File: src/rtl/stack_pkg.sv
// Shared types for the stack engine and the decode-stage control FSM that drives it.
package stack_pkg;

  typedef enum logic [1:0] {
    SRC_FLAGS = 2'b00,
    SRC_PC_HI = 2'b01,
    SRC_PC_LO = 2'b10,
    SRC_REG   = 2'b11
  } stk_src_t;

  typedef enum logic [2:0] {
    ST_IDLE,
    ST_WR,
    ST_RD,
    ST_RESP,
    ST_FAULT
  } stk_state_t;

  localparam int          ADDR_W_DEF   = 12;
  localparam logic [11:0] SP_INIT_DEF  = 12'hFFF;
  localparam logic [11:0] SP_LIMIT_DEF = 12'h800;

  // Word written to memory for a push from the given source.
  function automatic logic [15:0] push_word(input stk_src_t src, input logic [31:0] pc,
                                            input logic [2:0] flags, input logic [15:0] rdata);
    case (src)
      SRC_FLAGS: return {13'b0, flags};
      SRC_PC_HI: return pc[31:16];
      SRC_PC_LO: return pc[15:0];
      default:   return rdata;
    endcase
  endfunction

endpackage

File: src/rtl/stack_engine.sv
// Memory-stage stack responder: owns SP, performs push/pop word accesses over a
// req/ack port, reassembles a popped PC from two halves and restores flags.
module stack_engine
  import stack_pkg::*;
#(
  parameter int                ADDR_W   = ADDR_W_DEF,
  parameter logic [ADDR_W-1:0] SP_INIT  = SP_INIT_DEF,
  parameter logic [ADDR_W-1:0] SP_LIMIT = SP_LIMIT_DEF
) (
  input  logic              clk,
  input  logic              reset,
  input  logic              op_valid,
  input  logic              op_push,
  input  logic              op_pop,
  input  logic [1:0]        op_src,
  input  logic [15:0]       reg_wdata,
  input  logic [31:0]       pc_in,
  input  logic [2:0]        flags_in,
  output logic              op_ready,
  output logic              mem_req,
  output logic              mem_we,
  output logic [ADDR_W-1:0] mem_addr,
  output logic [15:0]       mem_wdata,
  input  logic [15:0]       mem_rdata,
  input  logic              mem_ack,
  output logic [ADDR_W-1:0] sp,
  output logic              pop_valid,
  output logic [15:0]       pop_data,
  output logic              pc_load,
  output logic [31:0]       pc_value,
  output logic              flags_load,
  output logic [2:0]        flags_value,
  output logic              stack_fault
);

  stk_state_t  state_reg;
  stk_src_t    src_reg;
  logic [15:0] lo_shadow_reg;

  always_ff @(posedge clk or negedge reset) begin
    if (!reset) begin
      state_reg     <= ST_IDLE;
      src_reg       <= SRC_FLAGS;
      lo_shadow_reg <= '0;
      sp            <= SP_INIT;
      op_ready      <= 1'b1;
      mem_req       <= 1'b0;
      mem_we        <= 1'b0;
      mem_addr      <= '0;
      mem_wdata     <= '0;
      pop_valid     <= 1'b0;
      pop_data      <= '0;
      pc_load       <= 1'b0;
      pc_value      <= '0;
      flags_load    <= 1'b0;
      flags_value   <= '0;
      stack_fault   <= 1'b0;
    end else begin
      pop_valid   <= 1'b0;
      pc_load     <= 1'b0;
      flags_load  <= 1'b0;
      stack_fault <= 1'b0;
      case (state_reg)
        ST_IDLE: begin
          if (op_valid && (op_push || op_pop)) begin
            op_ready <= 1'b0;
            src_reg  <= stk_src_t'(op_src);
            // Push has priority when both are requested.
            if (op_push) begin
              if (sp == SP_LIMIT) begin
                state_reg   <= ST_FAULT;
                stack_fault <= 1'b1;
              end else begin
                state_reg <= ST_WR;
                mem_req   <= 1'b1;
                mem_we    <= 1'b1;
                mem_addr  <= sp;
                mem_wdata <= push_word(stk_src_t'(op_src), pc_in, flags_in, reg_wdata);
              end
            end else if (sp == SP_INIT) begin
              state_reg   <= ST_FAULT;
              stack_fault <= 1'b1;
            end else begin
              state_reg <= ST_RD;
              mem_req   <= 1'b1;
              mem_we    <= 1'b0;
              mem_addr  <= sp + ADDR_W'(1);
            end
          end
        end
        ST_WR: begin
          if (mem_ack) begin
            state_reg <= ST_IDLE;
            op_ready  <= 1'b1;
            mem_req   <= 1'b0;
            mem_we    <= 1'b0;
            sp        <= sp - ADDR_W'(1);
          end
        end
        ST_RD: begin
          if (mem_ack) begin
            state_reg <= ST_RESP;
            mem_req   <= 1'b0;
            sp        <= sp + ADDR_W'(1);
            pop_valid <= 1'b1;
            pop_data  <= mem_rdata;
            case (src_reg)
              SRC_PC_LO: lo_shadow_reg <= mem_rdata;
              SRC_PC_HI: begin
                pc_load  <= 1'b1;
                pc_value <= {mem_rdata, lo_shadow_reg};
              end
              SRC_FLAGS: begin
                flags_load  <= 1'b1;
                flags_value <= mem_rdata[2:0];
              end
              default: ;
            endcase
          end
        end
        default: begin
          // RESP and FAULT both last exactly one cycle.
          state_reg <= ST_IDLE;
          op_ready  <= 1'b1;
        end
      endcase
    end
  end

endmodule

File: config.mk
export PLATFORM = sky130hd
export DESIGN_NAME = stack_engine
export DESIGN_NICKNAME = d
export VERILOG_FILES = /design/src/rtl/stack_pkg.sv /design/src/rtl/stack_engine.sv
export SDC_FILE = /design/constraint.sdc
export NUM_CORES = 1
export LEC_CHECK = 0
export ABC_AREA = 0
export BUFFER_PORTS_ARGS = -buffer_cell sky130_fd_sc_hd__buf_4
export CAP_MARGIN = 20
export CORE_MARGIN = 2
export CORE_UTILIZATION = 30
export CTS_CLUSTER_SIZE = 8
export DETAILED_ROUTE_END_ITERATION = 6
export PLACE_DENSITY = 0.65
export SYNTH_ARGS = -nofsm -noshare
export SYNTH_HDL_FRONTEND = slang
export SYNTH_SLANG_ARGS = --single-unit
File: constraint.sdc
create_clock -name clk -period 2.1 [get_ports clk]
set_input_delay 0.105 -clock clk [delete_from_list [all_inputs] [get_ports clk]]
set_output_delay 0.105 -clock clk [all_outputs]
set_load 0.02 [all_outputs]
==> results.py <==
metrics = {
    "run_status": {
        "status": "finished clean",
    },
    "synth": {
        "syn_avg_cell_area_sq_um": 13.2,
        "yosysSeqAreaShare": 0.533,
        "synth_fp_nets": 505,
        "async_reset_ff_frac": 1.00,
        "synth_area_sq_mm": 0.00562,
        "yosysUniqueCellTypes": 59,
        "synth-main-ff-cell": "dfrtp_1",
        "yosysWarnings": 0,
        "synth-seq-cells": 119,
        "synth-edff-count": 0,
        "postSynthCellCount": 427,
    },
    "route": {
        "first_pass_iters": 4,
        "post_drt_wl_per_cell_microns": 16.6,
        "routed_wl_mm": 14.5,
        "drc": 0,
        "viasPerCell": 4.92,
        "detail-route-antenna-nets": 0,
        "vias": 4301,
        "drt-initial-drc-count": 235,
    },
    "grt": {
        "grt-busiest-layer": "met2",
        "first_global_vias": 4500,
        "grt_use_met3": 0.0387,
        "grt_max_degree": 60,
        "grt_overflow_total": 0,
        "antenna_found_initial": 0,
        "grt_pass1_wl_mm": 23.4,
        "use_met1": 0.194,
        "met2_usage": 0.239,
        "grt_use_total": 0.148,
    },
    "finish": {
        "largest_register_ffs": 32,
        "nets": 706,
        "final_common_cell": "buf_4",
        "mostFrequentLayoutCells": "buf_4, dfrtp_1, mux2_2",
        "drive_gt1_frac": 0.563,
        "fin_util": 0.433,
        "area_growth_pct": 42.8,
        "regMostFlops": "pc_value",
        "antenna_cells": 0,
    },
    "die": {
        "io_pins": 173,
        "rows": 50,
        "die_y_microns": 141,
        "initial_core_util": 0.303,
        "dieArea_sq_mm": 0.0198,
        "die_w_microns": 141,
        "core_sq_mm": 0.0185,
    },
    "clock_tree": {
        "cts.path.max_buffers": 2,
        "clk_pin_slew_ns": 0.06,
        "cts_tree": "built",
        "insertion_delay_ns": 0.41,
        "root_buffer": "clkbuf_16",
        "cts_htree_levels": 4,
        "cts_sinks": 119,
        "numCtsBuffers": 17,
    },
    "timing": {
        "max_freq_ghz": 0.490,
        "slew_headroom": 0.337,
        "hold_violations": 0,
        "finalCriticalPeriod_ns": 2.04,
        "fin_crit_sh": 0.971,
        "finalClockSkew_ns": 0.00768,
        "maxSlewViolCount": 0,
        "finalSetupViolCount": 0,
        "tightest_slew_ns": 0.993,
    },
    "power_and_ir_drop": {
        "p_total_uw": 12200,
        "ir_drop_mv": 0.575,
        "p_leak_uw": 0.00382,
        "powerDensity_mw_per_mm2": 1530,
    },
    "job": {
        "drv_cap": 0,
    },
    "place": {
        "place.gp.congestion": 0.882,
        "dp_hpwl_mm": 10.4,
        "portBuffers": 172,
    },
    "setup_path": {
        "endpoint_kind": "register",
        "cp_max_fo": 10,
        "cp.arrival_ns": 2.33,
        "cp-start-kind": "register",
        "worst_ep_required_time_ns": 2.39,
        "critPathKind": "register to register",
    },
    "hold_path": {
        "min_path_type": "primary input to register",
    },
}
## final cells by class
| cell class | instances | area (sq um) |
|---|---|---|
| clock inverters | 13 | 144 |
| repair buffers | 211 | 1650 |
| clock buffers | 19 | 443 |
| inverters | 6 | 22.5 |
| well taps | 234 | 293 |
| fillers | 1716 | 10500 |
| multi-input cells | 273 | 2470 |
| flip-flops and latches | 119 | 2990 |
## metrics by stage
step | instances | hold WS, ns | worst slack [ns] | setup TNS (ns) | cell area, sq um
floorplan | 427 | -0.191 | 0.0207 | 0 | 5620
global placement | 826 | 0.0472 | 0.0988 | 0 | 7230
detailed placement | 826 | 0.0598 | 0.000803 | 0 | 7230
CTS | 875 | 0.00321 | 0.0613 | 0 | 8000
global route | 875 | 0.0321 | -0.0112 | -0.0604 | 8020
finish | 875 | 0.0223 | 0.0604 | 0 | 8020
## metal layers
| metal | vias up | part of all wire |
|---|---|---|
| li1 | 1970 | - |
| met1 | 2164 | 0.44 |
| met2 | 154 | 0.49 |
| met3 | 13 | 0.057 |
| met4 | 0 | 0.012 |
| met5 | - | 0 |
## synth_stat cells, types with 6 or more instances
cell | instances | area [sq um]
mux2_4 | 9 | 135
nor4_1 | 6 | 37.5
inv_1 | 6 | 22.5
buf_2 | 18 | 90.1
dfrtp_1 | 106 | 2650
nor3_1 | 11 | 55.1
a22o_1 | 14 | 123
nand2_1 | 17 | 63.8
xor2_1 | 8 | 70.1
xnor2_1 | 14 | 123
nor2_1 | 9 | 33.8
o21ai_0 | 8 | 40.0
mux2_2 | 99 | 1110
dfstp_2 | 13 | 342
nand4_1 | 7 | 43.8
## final timing paths
path / from / end / slack (ns) / cells past startpoint
min reg2reg: mem_req / mem_req / 0.48 / 1
max: sp[0] / mem_addr[7] / 0.06 / 7
max reg2reg: sp[0] / mem_addr[7] / 0.06 / 7
min in group asynchronous: reset / mem_req / 0.16 / 2
max in group asynchronous: reset / state_reg[2] / 1.15 / 3
min: mem_ack / op_ready / 0.02 / 3
## critical path, cell delays in order (launching register included)
cell     delay [ns]
dfstp_2        0.61
inv_2          0.05
ha_1           0.20
nor2b_1        0.14
nand4_1        0.19
o221a_4        0.26
buf_12         0.15
mux2_4         0.30
## cells by family after synthesis
| group | count (synthesis) | synth area share |
|---|---|---|
| AO/OA/AOI/OAI | 44 | 0.0592 |
| XOR/XNOR | 22 | 0.0343 |
| adder cells (fa/ha/maj) | 3 | 0.00668 |
| buffers and inverters | 35 | 0.0323 |
| flip-flops | 119 | 0.533 |
| multiplexers | 114 | 0.240 |
| AND/OR/NAND/NOR | 90 | 0.0944 |
## power breakdown
| part | internal (uW) | switching (uW) | leakage [uW] |
|---|---|---|---|
| Sequential | 3450 | 839 | 0.00150 |
| Combinational | 2520 | 2530 | 0.00203 |
| Clock | 1790 | 1100 | 0.000289 |
## what timing repair did
action,4_1_cts,5_1_grt
hold buffers,17,0
setup buffers,0,0
gates resized for setup,1,4
hold endpoints to repair,78,0
endpoints found under the setup margin,6,26
No activity file was read; power rests on OpenSTA's default activity.
